File: src/rtl/omicron_spi_pkg.sv
// Shared constants, header layout and state encoding for the fabric-side SPI flash reader.
package omicron_spi_pkg;

    localparam logic [7:0]  READ_OPCODE = 8'h03;
    localparam int unsigned ADDR_W      = 24;
    localparam int unsigned HDR_W       = 32;

    typedef enum logic [2:0] {
        IDLE,
        HDR,
        DATA,
        STALL,
        DESEL
    } state_t;

    typedef struct packed {
        logic [7:0]        opcode;
        logic [ADDR_W-1:0] addr;
    } spi_hdr_t;

endpackage

File: src/rtl/spi_sck_gen.sv
// SCK generator: CLK_DIV-cycle half-period counter with pause, one-cycle edge strobes and idle-high SCK.
module spi_sck_gen #(
    parameter int unsigned CLK_DIV = 2
) (
    input  logic clk_in,
    input  logic rst_in,
    input  logic run,
    input  logic pause,
    input  logic clear,
    output logic fall_strobe_c,
    output logic rise_strobe_c,
    output logic flash_clk
);

    localparam int unsigned CNT_W = (CLK_DIV > 1) ? $clog2(CLK_DIV) : 1;

    logic [CNT_W-1:0] cnt;
    logic             tick_c;

    // Strobes mark the clock edge on which flash_clk will toggle.
    always_comb begin
        tick_c        = run && !pause && (cnt == CNT_W'(CLK_DIV - 1));
        fall_strobe_c = tick_c && flash_clk;
        rise_strobe_c = tick_c && !flash_clk;
    end

    always_ff @(posedge clk_in) begin
        if (rst_in || clear) begin
            cnt       <= '0;
            flash_clk <= 1'b1;
        end else if (!run || pause) begin
            cnt <= '0;
        end else if (tick_c) begin
            cnt       <= '0;
            flash_clk <= !flash_clk;
        end else begin
            cnt <= cnt + CNT_W'(1);
        end
    end

endmodule

File: src/rtl/spi_flash_reader.sv
// SPI mode-3 READ (0x03) master: sends opcode+address, streams bytes out through a 2-deep buffer.
module spi_flash_reader
    import omicron_spi_pkg::*;
#(
    parameter int unsigned CLK_DIV     = 2,
    parameter int unsigned CS_HIGH_CYC = 4,
    parameter int unsigned LEN_W       = 16
) (
    input  logic              clk_in,
    input  logic              rst_in,
    input  logic              cmd_valid,
    output logic              cmd_ready,
    input  logic [ADDR_W-1:0] cmd_addr,
    input  logic [LEN_W-1:0]  cmd_len,
    input  logic              abort,
    output logic [7:0]        data,
    output logic              data_valid,
    input  logic              data_ready,
    output logic              busy,
    output logic              flash_cs,
    output logic              flash_clk,
    output logic              flash_si,
    input  logic              flash_so
);

    localparam int unsigned BIT_W   = 5;
    localparam int unsigned DESEL_W = (CS_HIGH_CYC > 1) ? $clog2(CS_HIGH_CYC) : 1;

    state_t             state;
    logic [HDR_W-1:0]   hdr_sr;
    logic [7:0]         rx_sr;
    logic               pending;
    logic [LEN_W-1:0]   byte_cnt;
    logic [BIT_W-1:0]   bit_cnt;
    logic [DESEL_W-1:0] desel_cnt;

    spi_hdr_t   hdr_c;
    logic       fall_c, rise_c;
    logic       run_c, pause_c, clear_c;
    logic       abort_c, out_free_c, byte_done_c, final_c;
    logic [7:0] byte_c;

    always_comb begin
        hdr_c.opcode = READ_OPCODE;
        hdr_c.addr   = cmd_addr;
        run_c        = (state == HDR) || (state == DATA) || (state == STALL);
        pause_c      = (state == STALL);
        abort_c      = abort && (state != IDLE);
        out_free_c   = !data_valid || data_ready;
        byte_c       = {rx_sr[6:0], flash_so};
        byte_done_c  = (state == DATA) && rise_c && (bit_cnt == BIT_W'(7));
        final_c      = (state == DATA) && fall_c && (byte_cnt == '0);
        clear_c      = abort_c || final_c;
    end

    spi_sck_gen #(.CLK_DIV(CLK_DIV)) u_sck (
        .clk_in        (clk_in),
        .rst_in        (rst_in),
        .run           (run_c),
        .pause         (pause_c),
        .clear         (clear_c),
        .fall_strobe_c (fall_c),
        .rise_strobe_c (rise_c),
        .flash_clk     (flash_clk)
    );

    // MSB of the header shifter drives MOSI; it drains to zero for the data phase.
    assign flash_si = hdr_sr[HDR_W-1];

    always_ff @(posedge clk_in) begin
        if (rst_in) begin
            state      <= IDLE;
            cmd_ready  <= 1'b1;
            busy       <= 1'b0;
            flash_cs   <= 1'b1;
            hdr_sr     <= '0;
            rx_sr      <= '0;
            pending    <= 1'b0;
            data       <= '0;
            data_valid <= 1'b0;
            byte_cnt   <= '0;
            bit_cnt    <= '0;
            desel_cnt  <= '0;
        end else if (abort_c) begin
            state      <= DESEL;
            flash_cs   <= 1'b1;
            data_valid <= 1'b0;
            pending    <= 1'b0;
            hdr_sr     <= '0;
            bit_cnt    <= '0;
            desel_cnt  <= DESEL_W'(CS_HIGH_CYC - 1);
        end else begin
            if ((state == DATA) && rise_c)
                rx_sr <= byte_c;

            // Output register first, shift register as the second slot.
            if (byte_done_c) begin
                if (out_free_c) begin
                    data       <= byte_c;
                    data_valid <= 1'b1;
                end else begin
                    pending <= 1'b1;
                end
            end else if (pending && out_free_c) begin
                data       <= rx_sr;
                data_valid <= 1'b1;
                pending    <= 1'b0;
            end else if (data_valid && data_ready) begin
                data_valid <= 1'b0;
            end

            // The very first falling edge keeps bit 31 on the line.
            if (fall_c && ((state == DATA) || (bit_cnt != '0)))
                hdr_sr <= {hdr_sr[HDR_W-2:0], 1'b0};

            case (state)
                IDLE: begin
                    if (cmd_valid && (cmd_len != '0)) begin
                        state     <= HDR;
                        hdr_sr    <= hdr_c;
                        byte_cnt  <= cmd_len;
                        bit_cnt   <= '0;
                        flash_cs  <= 1'b0;
                        busy      <= 1'b1;
                        cmd_ready <= 1'b0;
                    end
                end
                HDR: begin
                    if (rise_c) begin
                        if (bit_cnt == BIT_W'(HDR_W - 1)) begin
                            bit_cnt <= '0;
                            state   <= (pending && !out_free_c) ? STALL : DATA;
                        end else begin
                            bit_cnt <= bit_cnt + BIT_W'(1);
                        end
                    end
                end
                DATA: begin
                    if (final_c) begin
                        flash_cs  <= 1'b1;
                        state     <= DESEL;
                        desel_cnt <= DESEL_W'(CS_HIGH_CYC - 1);
                    end else if (rise_c) begin
                        if (bit_cnt == BIT_W'(7)) begin
                            bit_cnt  <= '0;
                            byte_cnt <= byte_cnt - LEN_W'(1);
                            if ((byte_cnt != LEN_W'(1)) && !out_free_c)
                                state <= STALL;
                        end else begin
                            bit_cnt <= bit_cnt + BIT_W'(1);
                        end
                    end
                end
                STALL: begin
                    if (out_free_c)
                        state <= DATA;
                end
                DESEL: begin
                    if (desel_cnt == '0) begin
                        state     <= IDLE;
                        busy      <= 1'b0;
                        cmd_ready <= 1'b1;
                    end else begin
                        desel_cnt <= desel_cnt - DESEL_W'(1);
                    end
                end
                default: state <= IDLE;
            endcase
        end
    end

endmodule
File: config.mk
export PLATFORM = sky130hd
export DESIGN_NAME = spi_flash_reader
export DESIGN_NICKNAME = d
export VERILOG_FILES = /design/src/rtl/omicron_spi_pkg.sv /design/src/rtl/spi_sck_gen.sv /design/src/rtl/spi_flash_reader.sv
export SDC_FILE = /design/constraint.sdc
export NUM_CORES = 1
export LEC_CHECK = 0
export CAP_MARGIN = 20
export CORE_AREA = 2 2 101 143
export CTS_CLUSTER_DIAMETER = 40
export CTS_CLUSTER_SIZE = 24
export DETAILED_ROUTE_END_ITERATION = 7
export DIE_AREA = 0 0 103 145
export PLACE_DENSITY_LB_ADDON = 0.08
export SLEW_MARGIN = 15
export SYNTH_ARGS = -nofsm -noshare
export SYNTH_HDL_FRONTEND = slang
export SYNTH_SLANG_ARGS = --single-unit
File: constraint.sdc
create_clock -name clk_in -period 2.65 [get_ports clk_in]
set_clock_uncertainty 0.05 [all_clocks]
set_input_delay 0.795 -clock clk_in [delete_from_list [all_inputs] [get_ports clk_in]]
set_output_delay 0.795 -clock clk_in [all_outputs]
set_load 0.01 [all_outputs]
# [Word level (Yosys, flattened, before mapping)]
# Cells that the tools add are included.
[classes] reduce_logical=53 muxes=49 n_bitwise=2 n_eq_ne=31 n_addsub=4
[op_table] cell="$mux W32" n=3
[op_table] cell="$mux W16" n=4
[op_table] cell="$pmux W16 S2" n=1
[op_table] cell="$mux W3" n=10
[op_table] cell="$mux W5" n=6
[op_table] cell="$mux W8" n=3
[op_table] cell="$ne A3 B3 Y1 const B" n=7
[op_table] cell="$ne A2 B2 Y1 const B" n=9
[op_table] cell="$logic_not A16 Y1" n=1
[op_table] cell="$ne A16 B1 Y1 const B" n=1
[op_table] cell="$reduce_and A8 Y1" n=2
[op_table] cell="$reduce_bool A16 Y1" n=1
[op_table] cell="$sub A16 B1 Y16 const B" n=1
[op_table] cell="$logic_and A1 B1 Y1" n=15
[op_table] cell="$pmux W3 S5" n=1
[op_table] cell="$pmux W5 S3" n=1
[op_table] cell="$mux W1" n=13
[op_table] cell="$reduce_bool A3 Y1" n=4
[op_table] cell="$ne A3 B2 Y1 const B" n=3
[op_table] cell="$reduce_and A3 Y1" n=3
[op_table] cell="$ne A4 B3 Y1 const B" n=2
[op_table] cell="$reduce_and A2 Y1" n=4
[op_table] cell="$logic_or A1 B1 Y1" n=7
[op_table] cell="$eq A3 B2 Y1 const B" n=2
[op_table] cell="23 further kinds" n=35
[totals] in_bits=46 out_inout_bits=14 ff_bits=81 elab_cells=154

# [Depth between registers and ports, before layout]
[logic_depth] ltp_word=11 mapped_depth=10 ltp_nobuf=9

# [Cells and area by module]
# A second synthesis with hierarchy kept.
[hier_totals] hier_cells=487 hier_area_um2=4334.2
[by_module_without_submodules] module="spi_flash_reader" n_inst=1 cells_each=477 seq_area_each_um2=1581.5 area_each_um2=4236.6
[by_module_without_submodules] module="spi_sck_gen" n_inst=1 cells_each=10 seq_area_each_um2=40.0 area_each_um2=97.6

# [Worst setup path before layout]
# No wires, ideal clock.
[synth_path] kind="in2reg" start="input port cmd_len[0]" end="register bit_cnt[4]" arrival_time_ps=2086 path_slack_ps=386 n_path_buf=0 setup_time_ps=128 path_stages=6 cell_sequence="nor4_1 -> nand4_1 -> a31oi_1 -> a2111oi_0 -> a21oi_1 -> nor2_1"
[synth_between] elab_chain_cells=4
[synth_lines] element="from (decl)" line_no="spi_flash_reader.sv:14" text="input logic [LEN_W-1:0] cmd_len,"
[synth_lines] element="$reduce_bool A16 Y1" line_no="spi_flash_reader.sv:118" text="if (cmd_valid && (cmd_len != '0)) begin"
[synth_lines] element="$logic_and A1 B1 Y1" line_no="spi_flash_reader.sv:118"
[synth_lines] element="$ne A2 B2 Y1 (no line)"
[synth_lines] element="$reduce_and A5 Y1 (no line)"
[synth_lines] element="to (signal assigned)" line_no="spi_flash_reader.sv:134" text="bit_cnt <= bit_cnt + BIT_W'(1);"
[synth_lines] element="to (signal assigned)" line_no="spi_flash_reader.sv:150" text="bit_cnt <= bit_cnt + BIT_W'(1);"
[synth_lines] element="to (decl)" line_no="spi_flash_reader.sv:34" text="logic [BIT_W-1:0] bit_cnt;"
# Every way passes these cells.
# A chain may end at the register's enable or synchronous reset.

# [Worst setup path in the final report]
[layout_path] start="input port cmd_len[8]" end="register byte_cnt[6]"
[layout_between] elab_chain_cells=4
[layout_lines] element="$reduce_bool A16 Y1" line_no="spi_flash_reader.sv:118"
[layout_lines] element="$logic_and A1 B1 Y1" line_no="spi_flash_reader.sv:118"
[layout_lines] element="$ne A2 B2 Y1 (no line)"
[layout_lines] element="$reduce_and A6 Y1 (no line)"
[layout_lines] element="to (signal assigned)" line_no="spi_flash_reader.sv:121" text="byte_cnt <= cmd_len;"
[layout_lines] element="to (signal assigned)" line_no="spi_flash_reader.sv:146" text="byte_cnt <= byte_cnt - LEN_W'(1);"
[layout_lines] element="to (decl)" line_no="spi_flash_reader.sv:33" text="logic [LEN_W-1:0] byte_cnt;"
# Every way passes these cells.

==> out/metrics.cfg <==
[outcome]
result_of_the_run=finished clean

[worst_setup_path]
worstSetupEndpointType=register
crit_arrival_ps=2720
timing.critical_path.required_ps=2840
critical_path.top_delay_family=compound AO/OA/AOI/OAI gates
crit_slowest_cell=clkdlybuf4s50_1
cpPeakStageDelay_ps=430
critical_path.startpoint_type=input port
critPathBufInv=2
worst-setup-path-type=input port to register
cp_max_fo=7
timing.critical_path.cells=clkdlybuf4s50_1 -> nor4_1 -> nand4_1 -> buf_4 -> a31oi_4 -> a21o_4 -> a21oi_1 -> o32ai_2

[power]
total_power_uw=3831
leakagePower_uw=0.002159
pwr_dens_nw_per_um2=706.4
vdd_ir_drop_max_v=0.0003386

[clock_tree]
cts.clk_slew.worst_paths_ps=60
cts_tree=yes
cts_max_path_buffers=2
cts-buffers-inserted=9
clock_tree.htree_level_count=3
clock-sinks=81
cts-root-buf=clkbuf_16
clk-insertion-delay-late_ps=340

[final_layout]
layoutNonFillerInstCount=759
antenna_cells_inserted=0
finalInstanceArea_sq_um=5424
final_nets=622
flow.area_growth_from_synthesis_pct=34.67
drive_gt1_frac=0.1289

[logic_synthesis]
ys_warn_count=0
yosys.cell_types.count=60
synth-seq-area-share=0.4026
synth_enable_flop_cells=0
synth_cells=487
synth.ff_latch_count=81
yosysTopAreaCell=dfxtp_1
dominantRegCellSynth=dfxtp_1
ys_async_sr_fraction=0
commonest_cells_post_synth=dfxtp_1, nand2_1, nor2_1
yosysMostFrequentCell=dfxtp_1
post_synthesis_instance_area_sq_um=4028
synth_top_area_share=0.4026
avgSynthCellArea_sq_um=8.270
synth.net_count=540
netlist_top_cells_area=dfxtp_1, mux2i_1, nand2_1

[route]
drc=0
drt_first_iter_violations=194
route.antenna.remaining_nets=0
detailroute.via_count=3776
avgViaCountPerCell=4.975
routed_wl_um=11340
drt_first_pass_iters=4
route.detailed.wl_per_inst_um=14.94

[placed_design]
place_inst=736
post_dp_cell_area_sq_um=5002
globalplace.congestion=0.8356
hpwl_um=7930
buffer_ports.inserted=59

[sta]
final.min_clock_period_ps=2523
period_share=0.9521
setup-tns-final_ps=0
setup_viol_count_final=0
timing.slew.headroom=0.4792
rsz0062_at_grt=no
hold_violations=0
maxSlewViolCount=0
fmax_mhz=396.3
timing_worst_slew_pin_value_ps=779.6

[global_route]
via_count_of_the_first_global_routing_pass=3657
grt_antenna_before_repair=0
overflow=0
grt_usage=0.1531
global_route_wire_length_before_repair_um=18130
grt_max_degree=40

[die]
row_count=51
dieWidth_um=103
die_area_sq_um=14940
io-pin-count=60
fp.dieH_um=145
floorplan.initialDensity=0.2949
core_area_sq_um=13660

[job]
drv.max_cap_violation_count=0

[worst_hold_path]
hold_path.class=register to register

-- per-layer routing --
metal | track usage | part of all wire | vias to the layer above
met5 | 0 | 0 | -
met4 | 0.05855 | 0.016 | 0
met3 | 0.03083 | 0.036 | 13
met2 | 0.2558 | 0.49 | 69
met1 | 0.1899 | 0.45 | 1791
li1 | - | - | 1903
-- stage by stage --
step                      worst slack, ps  utilization  hold WS, ps
after floorplan                     385.9            -        385.3
after global placement             -344.3       0.3663        381.9
final                               126.9       0.3972        407.3
after detailed placement           -341.6       0.3663        393.2
after CTS                           21.44       0.3906        403.0
after global routing                31.46       0.3972        431.5
-- cells in the final DEF, fill, tap and decap left out, types with 3 or more instances in the layout --
cell             instances
nand3b_1                 3
nor4_2                   3
nor2_1                  50
o31ai_1                  4
nor3_1                  11
or3_1                    6
a21o_1                   5
mux2i_1                 40
nand2_1                 73
inv_1                   14
nand2b_1                 4
clkdlybuf4s50_1         58
o21ai_0                 34
buf_12                   3
nand3_1                  9
a311oi_1                 8
o21ai_1                 10
nor4_1                   6
clkbuf_16                9
ha_1                     7
nand4_1                  3
buf_4                   37
a21oi_1                 35
nor2b_1                  4
dfxtp_1                 81
-- worst reg2reg max path, delay by kind of cell (launching register included) --
family / cells / cell delay [ps]
and+or+nand+nor: 3 / 1360
DFF: 1 / 320
buffers and inverters: 1 / 210
AOI/OAI and AO/OA: 1 / 100
-- what timing repair did --
| item | in CTS | in global routing |
|---|---|---|
| hold buffers | 0 | 0 |
| gates resized for setup | 0 | 6 |
| setup endpoints to repair | 0 | 19 |
| buffers inserted | 0 | 6 |
-- final timing paths --
| kind | start | end | cells after the start | slack [ps] |
|---|---|---|---|---|
| worst max-delay path | cmd_len[8] | byte_cnt[6] | 8 | 130 |
| worst min-delay path | cmd_ready | cmd_ready | 2 | 410 |
| worst max register to register | state[1] | data[3] | 5 | 470 |
| worst min register to register | cmd_ready | cmd_ready | 2 | 410 |
-- cells by family (layout without fill, tap and decap cells) --
family          after synthesis  count (layout)  synth area share
simple gates                189             189            0.2227
compound gates              125             126            0.2001
flops                        81              81            0.4026
buf+inv                      43             129           0.04908
mux                          40              40           0.09941
fa+ha+maj                     7               7           0.02174
xor+xnor                      2               2          0.004350
-- sequential cells by signal (all words and copies together) (netlist names) --
name,cells
cmd_ready,1
state,3
u_sck.cnt,1
bit_cnt,5
data_valid,1
data,8
byte_cnt,16
hdr_sr,32
rx_sr,8
u_sck.flash_clk,1
desel_cnt,2
busy,1
pending,1
flash_cs,1
-- report_power, final --
part	switching [uW]	internal (uW)
Clock	506	877
Sequential	94.4	1350
Combinational	543	458
-- area by class of cell --
class | instances | area, sq um
clock inverter | 4 | 75.07
inverter | 14 | 52.55
sequential | 81 | 1622
clock buffer | 12 | 256.5
multi-input combinational | 364 | 2256
fill | 1470 | 8232
timing repair buffer | 99 | 930.9
tap | 185 | 231.5
Note: power is estimated with default switching activity, not from simulation.
